<file path="src/rtl/jpeg_rle_pkg.sv">
// Shared constants for the JPEG run-length symbol encoder.
package jpeg_rle_pkg;

  // Symbol kinds carried on out_kind
  localparam logic [1:0] KIND_DC  = 2'd0;
  localparam logic [1:0] KIND_AC  = 2'd1;
  localparam logic [1:0] KIND_ZRL = 2'd2;
  localparam logic [1:0] KIND_EOB = 2'd3;

  // Block geometry and zero-run-length symbol constants
  localparam int unsigned BLOCK_LEN = 64;
  localparam int unsigned ZRL_RUN   = 15;
  localparam int unsigned ZRL_SPAN  = 16;

  // Encoder FSM state encoding
  localparam logic [0:0] ST_LOAD = 1'b0;
  localparam logic [0:0] ST_SCAN = 1'b1;

endpackage

</file>
<file path="src/rtl/rle_size_cat.sv">
// Magnitude category of a signed coefficient: number of bits in |value|.
module rle_size_cat #(
  parameter int unsigned COEF_W = 12
) (
  input  logic [COEF_W-1:0] value_i,
  output logic [3:0]        size_o
);

  logic [COEF_W:0] ext;
  logic [COEF_W:0] mag;

  // One extra bit so that |-2^(COEF_W-1)| is representable; size is MSB position + 1
  always_comb begin
    ext    = {value_i[COEF_W-1], value_i};
    mag    = ext[COEF_W] ? (~ext + (COEF_W+1)'(1)) : ext;
    size_o = '0;
    for (int i = 0; i <= int'(COEF_W); i++) begin
      if (mag[i]) size_o = 4'(i + 1);
    end
  end

endmodule

</file>
<file path="src/rtl/rle_symbol_encoder.sv">
// Zig-zag block run-length encoder: LANES coefficients per beat in, one JPEG
// symbol (DC / AC / ZRL / EOB) per cycle out over valid/ready.
module rle_symbol_encoder
  import jpeg_rle_pkg::*;
#(
  parameter int unsigned COEF_W   = 12,
  parameter int unsigned LANES    = 8,
  parameter int unsigned DC_FIRST = 1
) (
  input  logic                    clk,
  input  logic                    rst,
  input  logic                    in_valid,
  output logic                    in_ready,
  input  logic [LANES*COEF_W-1:0] in_data,
  output logic                    out_valid,
  input  logic                    out_ready,
  output logic [1:0]              out_kind,
  output logic [3:0]              out_run,
  output logic [COEF_W-1:0]       out_value,
  output logic [3:0]              out_size,
  output logic                    out_last
);

  localparam int unsigned DATA_W = LANES * COEF_W;
  localparam int unsigned BEATS  = BLOCK_LEN / LANES;
  localparam int unsigned BEAT_W = $clog2(BEATS);
  localparam int unsigned PTR_W  = $clog2(LANES) + 1;
  localparam int unsigned RUN_W  = 6;
  localparam int unsigned T_W    = 7;

  logic [0:0]        state_q, state_d;
  logic [DATA_W-1:0] beat_q, beat_d;
  logic [PTR_W-1:0]  ptr_q, ptr_d;
  logic [BEAT_W-1:0] cnt_q, cnt_d;
  logic [RUN_W-1:0]  run_q, run_d;

  logic              in_ready_q, in_ready_d;
  logic              ov_q, ov_d;
  logic [1:0]        kind_q, kind_d;
  logic [3:0]        srun_q, srun_d;
  logic [COEF_W-1:0] val_q, val_d;
  logic [3:0]        size_q, size_d;
  logic              last_q, last_d;

  logic [COEF_W-1:0] lane [LANES];
  logic              nz_found;
  logic [PTR_W-1:0]  nz_pos;
  logic [COEF_W-1:0] sel_val;
  logic [COEF_W-1:0] cat_val;
  logic [3:0]        cat_size;
  logic              dc_case;
  logic              is_last;
  logic              out_free;
  logic              pos_end;
  logic [T_W-1:0]    t_run;
  logic [T_W-1:0]    run_add;

  // Split the held beat into lanes; lane 0 sits in the most significant slot
  always_comb begin
    for (int i = 0; i < int'(LANES); i++) begin
      lane[i] = beat_q[(int'(LANES) - i) * int'(COEF_W) - 1 -: COEF_W];
    end
  end

  // First nonzero lane at or above the scan pointer
  always_comb begin
    nz_found = 1'b0;
    nz_pos   = '0;
    sel_val  = '0;
    for (int i = int'(LANES) - 1; i >= 0; i--) begin
      if ((lane[i] != '0) && (PTR_W'(i) >= ptr_q)) begin
        nz_found = 1'b1;
        nz_pos   = PTR_W'(i);
        sel_val  = lane[i];
      end
    end
  end

  assign dc_case  = (DC_FIRST != 0) && (cnt_q == '0) && (ptr_q == '0);
  assign is_last  = (cnt_q == BEAT_W'(BEATS - 1));
  assign out_free = !ov_q || out_ready;
  assign pos_end  = (nz_pos == PTR_W'(LANES - 1));
  assign t_run    = T_W'(run_q) + T_W'(nz_pos) - T_W'(ptr_q);
  assign run_add  = T_W'(run_q) + T_W'(LANES) - T_W'(ptr_q);
  assign cat_val  = dc_case ? lane[0] : sel_val;

  rle_size_cat #(.COEF_W(COEF_W)) u_size_cat (
    .value_i (cat_val),
    .size_o  (cat_size)
  );

  // Next-state and next-output logic: one scan action per free output slot
  always_comb begin
    state_d = state_q;
    beat_d  = beat_q;
    ptr_d   = ptr_q;
    cnt_d   = cnt_q;
    run_d   = run_q;
    ov_d    = ov_q && !out_ready;
    kind_d  = kind_q;
    srun_d  = srun_q;
    val_d   = val_q;
    size_d  = size_q;
    last_d  = last_q;

    case (state_q)
      ST_LOAD: begin
        if (in_valid) begin
          beat_d  = in_data;
          ptr_d   = '0;
          state_d = ST_SCAN;
        end
      end
      ST_SCAN: begin
        if (out_free) begin
          if (dc_case) begin
            ov_d   = 1'b1;
            kind_d = KIND_DC;
            srun_d = '0;
            val_d  = lane[0];
            size_d = cat_size;
            last_d = 1'b0;
            ptr_d  = PTR_W'(1);
            if (LANES == 1) begin
              state_d = ST_LOAD;
              cnt_d   = cnt_q + BEAT_W'(1);
            end
          end else if (nz_found) begin
            if (t_run >= T_W'(ZRL_SPAN)) begin
              // Run too long for one AC: emit 16 zeros and re-examine the same lane
              ov_d   = 1'b1;
              kind_d = KIND_ZRL;
              srun_d = 4'(ZRL_RUN);
              val_d  = '0;
              size_d = '0;
              last_d = 1'b0;
              run_d  = RUN_W'(t_run - T_W'(ZRL_SPAN));
              ptr_d  = nz_pos;
            end else begin
              ov_d   = 1'b1;
              kind_d = KIND_AC;
              srun_d = 4'(t_run);
              val_d  = sel_val;
              size_d = cat_size;
              last_d = is_last && pos_end;
              run_d  = '0;
              ptr_d  = nz_pos + PTR_W'(1);
              if (pos_end) begin
                state_d = ST_LOAD;
                cnt_d   = is_last ? '0 : cnt_q + BEAT_W'(1);
              end
            end
          end else begin
            // Rest of the beat is zero: fold it into the run
            state_d = ST_LOAD;
            if (is_last) begin
              cnt_d = '0;
              run_d = '0;
              if (run_add != '0) begin
                ov_d   = 1'b1;
                kind_d = KIND_EOB;
                srun_d = '0;
                val_d  = '0;
                size_d = '0;
                last_d = 1'b1;
              end
            end else begin
              cnt_d = cnt_q + BEAT_W'(1);
              run_d = RUN_W'(run_add);
            end
          end
        end
      end
      default: state_d = ST_LOAD;
    endcase

    in_ready_d = (state_d == ST_LOAD);
  end

  // State, datapath and output registers
  always_ff @(posedge clk or posedge rst) begin
    if (rst) begin
      state_q    <= ST_LOAD;
      beat_q     <= '0;
      ptr_q      <= '0;
      cnt_q      <= '0;
      run_q      <= '0;
      in_ready_q <= 1'b1;
      ov_q       <= 1'b0;
      kind_q     <= '0;
      srun_q     <= '0;
      val_q      <= '0;
      size_q     <= '0;
      last_q     <= 1'b0;
    end else begin
      state_q    <= state_d;
      beat_q     <= beat_d;
      ptr_q      <= ptr_d;
      cnt_q      <= cnt_d;
      run_q      <= run_d;
      in_ready_q <= in_ready_d;
      ov_q       <= ov_d;
      kind_q     <= kind_d;
      srun_q     <= srun_d;
      val_q      <= val_d;
      size_q     <= size_d;
      last_q     <= last_d;
    end
  end

  assign in_ready  = in_ready_q;
  assign out_valid = ov_q;
  assign out_kind  = kind_q;
  assign out_run   = srun_q;
  assign out_value = val_q;
  assign out_size  = size_q;
  assign out_last  = last_q;

endmodule

</file>
<file path="config.mk">
export PLATFORM = sky130hd
export DESIGN_NAME = rle_symbol_encoder
export DESIGN_NICKNAME = d
export VERILOG_FILES = /design/src/rtl/jpeg_rle_pkg.sv /design/src/rtl/rle_size_cat.sv /design/src/rtl/rle_symbol_encoder.sv
export SDC_FILE = /design/constraint.sdc
export NUM_CORES = 1
export LEC_CHECK = 0
export CAP_MARGIN = 20
export CORE_MARGIN = 4
export CORE_UTILIZATION = 40
export CTS_CLUSTER_SIZE = 28
export DETAILED_ROUTE_END_ITERATION = 10
export DONT_BUFFER_PORTS = 1
export GPL_ROUTABILITY_DRIVEN = 0
export SLEW_MARGIN = 5
export SYNTH_ARGS = -nofsm -noshare
export SYNTH_HDL_FRONTEND = slang
export SYNTH_SLANG_ARGS = --single-unit
</file>
<file path="constraint.sdc">
create_clock -name clk -period 5.65 [get_ports clk]
set_clock_uncertainty 0.1 [all_clocks]
set_input_delay 1.13 -clock clk [delete_from_list [all_inputs] [get_ports clk]]
set_output_delay 1.13 -clock clk [all_outputs]
set_load 0.005 [all_outputs]
</file>
==> flow_summary.ini <==
[routing]
avgViaCountPerCell = 5.83
drt_iter0_markers = 558
postRouteAntennaNets = 0
drt-total-wl_um = 22400
dr.pass1.iters = 5
wl_per_cell_um = 20.9
via_count = 6246
post-route-drc-count = 0

[global_routing]
grt_pass1_wl_um = 35800
grt.total_usage_pct = 20.8
grt_max_degree = 102
first_global_vias = 6233
antenna_found_initial = 0
grt.overflow.total = 0

[timing]
setup-violations-final = 0
final_hold_viol_count = 0
hold_slack_ns = 0.405
timing.fmax_mhz = 183
relSlewSlack_pct = 36.3
min_period_over_period_pct = 96.6
drv_slew = 0
fin_ws_ns = 0.192
period_needed_ns = 5.46
worst-slew-pin-transition_ns = 0.954

[layout]
nets = 920
diodes = 0
area_growth_pct = 15.2
fill_cells = 1843
instances_no_fill = 1072
drive_gt1_share_pct = 26.6

[clocking]
clock-sinks = 135
clk-insertion-delay-late_ns = 0.42
path_clk_slew_ns = 0.06
numCtsBuffers = 17
cts_tree = yes
htreeDepth = 4
cts.path.max_buffers = 2
cts-root-buf = clkbuf_16

[synthesis]
synth_area_um2 = 7880
synth-main-ff-cell = dfrtp_1
syn_nets = 896
async_flop_share_pct = 100
yosysWarnings = 0
synth_edf_count = 0
synth_cell_types = 85
yosysSeqAreaShare_pct = 42.9
synth_top_cell_area_share_pct = 42.6
synth_top_area_cell = dfrtp_1
synth.area.top_cells = dfrtp_1, mux2_2, nand2_1, ha_1, o21ai_0
synthCells = 770
avgSynthCellArea_um2 = 10.2
ys_ff_latch = 135

[min_path]
holdPathStages = 2
hold_path_class = register to register
min_from = out_run[2]$_DFFE_PP0P_

[critical_path]
worst_ep_arrival_time_ns = 5.65
path_class = register to register
cp-start-kind = register
crit_chain = or4_4 -> or3_4 -> o41a_4 -> or3_2 -> a21oi_4 -> fa_1 -> ha_1 -> a21o_1 -> a21oi_2 -> o21bai_1 -> a21oi_2 -> xor2_2 -> ha_1 -> nand2_1 -> nor4_2 -> nor2_1 -> nand3_2 -> and2_4 -> buf_4 -> nor2b_1 -> a211oi_1 -> a21oi_1
startpoint = beat_q[41]$_DFFE_PP0P_
reg2reg_from = beat_q[41]$_DFFE_PP0P_
r2r_cells = 22
critPathMaxStageDelay_ns = 0.53
crit_fanout = 7
cp.required_ns = 5.84
cpMaxStageDelayCell = or4_4
end_kind = register

[floorplanning]
die_w_um = 148
initial_core_util_pct = 40.6
rows = 51
num_io_pins = 125
die-area_um2 = 22000
core_area_um2 = 19400
die_y_um = 148

[power_and_ir_drop]
powerDensity_nw_per_um2 = 543
leakage_uw = 0.00389
irDropWorstVdd_uv = 271

[flow_run]
max_cap_viol_count = 0

[placement]
hpwl_um = 17000
detailedPlace.worstSlack_ns = 0.0112
dp_cells = 1033
numPortBuffers = 0

[run_status]
status = complete, no violations
## synth_stat cells (15+ instances only)
cell type and instances:
ha_1 22, nor3_1 15, o21ai_0 38, nor2_1 50
mux2_2 95, clkbuf_1 30, inv_1 36, nand2_1 80
or4_1 15, dfrtp_1 134, a21oi_1 33
## cells in the final DEF (no fill, tap or decap), drive strengths merged, types with 4 or more instances in the layout
cell / netlist / layout
buf: 4 / 39
clkbuf: 30 / 20
mux2i: 6 / 6
a21boi: 4 / 4
nor4: 14 / 14
o311ai: 7 / 7
a211oi: 11 / 11
nand2b: 6 / 6
nand2: 81 / 81
a21o: 6 / 6
clkinv: 0 / 5
a31oi: 7 / 7
o31a: 7 / 7
a221oi: 8 / 8
dfrtp: 134 / 134
a22o: 4 / 4
a22oi: 4 / 4
or2: 7 / 7
bufinv: 0 / 4
nor2b: 5 / 5
o21ai: 40 / 40
ha: 22 / 22
o31ai: 9 / 9
inv: 36 / 36
or3: 6 / 6
mux2: 95 / 95
and3: 5 / 5
nand3: 13 / 13
o41ai: 5 / 5
or4: 19 / 19
nor3: 17 / 17
a21oi: 34 / 34
xnor2: 10 / 10
nor2: 50 / 50
fa: 4 / 4
## worst max-delay path, delay by kind of cell, from the launching register on
kind / cells / cell delay (ns)
AO/OA/AOI/OAI: 8 / 1.37
adder cells (fa/ha/maj): 3 / 0.96
XOR/XNOR: 1 / 0.11
flip-flops: 1 / 0.38
buffers and inverters: 1 / 0.15
AND/OR/NAND/NOR: 9 / 2.26
## per-stage QoR
step | total power [uW] | utilization, % | area, um2 | TNS [ns]
after CTS | 4750 | 46.2 | 8970 | 0
after floorplan | 2910 | - | 7880 | 0
after global routing | 5270 | 46.8 | 9070 | -0.0127
after global placement | 3530 | 43.0 | 8330 | 0
final | 4930 | 46.8 | 9070 | 0
after detailed placement | 3540 | 43.0 | 8330 | 0
## state kept, by name, summed over array words and instances (netlist names)
register   cells
beat_q        96
cnt_q          3
in_ready       1
out_kind       2
out_last       1
out_run        4
out_size       4
out_valid      1
out_value     12
ptr_q          4
run_q          6
state_q        1
## area by class of cell
| cell class | instances | area (um2) | area share [%] |
|---|---|---|---|
| clock buffer | 20 | 457 | 5.03 |
| inverter | 36 | 140 | 1.54 |
| tap | 265 | 332 | 3.65 |
| sequential | 135 | 3380 | 37.3 |
| timing repair buffer | 39 | 293 | 3.23 |
| clock inverter | 12 | 175 | 1.93 |
| multi-input combinational | 565 | 4300 | 47.4 |
## per-layer routing
layer,share of wire [%],wire (um),GRT usage (%)
met1,45,10100,29.1
met3,7.3,1640,5.85
met4,2.2,484,5.54
met2,45,10100,32.0
met5,0,0,0
## report_power, final
part / switching (uW) / internal (uW) / total, uW
logic: 1350 / 1060 / 2410
registers: 187 / 1150 / 1330
clock network: 426 / 760 / 1190
## final timing paths
| kind | endpoint | slack [ns] |
|---|---|---|
| worst min-delay path | out_run[2]$_DFFE_PP0P_ | 0.40 |
| max in group asynchronous | beat_q[51]$_DFFE_PP0P_ | 3.72 |
| min in group asynchronous | beat_q[8]$_DFFE_PP0P_ | 0.68 |
| worst max register to register | run_q[4]$_DFFE_PP0P_ | 0.19 |
| worst max-delay path | run_q[4]$_DFFE_PP0P_ | 0.19 |
| worst min register to register | out_run[2]$_DFFE_PP0P_ | 0.40 |
## timing repair
| action | CTS | global route |
|---|---|---|
| endpoints found under the setup margin | 1 | 34 |
| buffers inserted | 0 | 7 |
| resized for setup | 1 | 15 |
| hold buffers | 0 | 0 |
| pin swaps | 0 | 10 |
## cells by family (layout without fill, tap and decap cells)
kind of cell,count (synthesis),in the layout,share of synthesized area [%]
compound gates,190,190,18.1
xor+xnor,12,12,1.33
fa+ha+maj,26,26,4.51
buf+inv,70,107,3.37
flops,135,135,42.9
mux,101,101,14.3
simple gates,236,236,15.4
(Power assumes the default switching activity.)
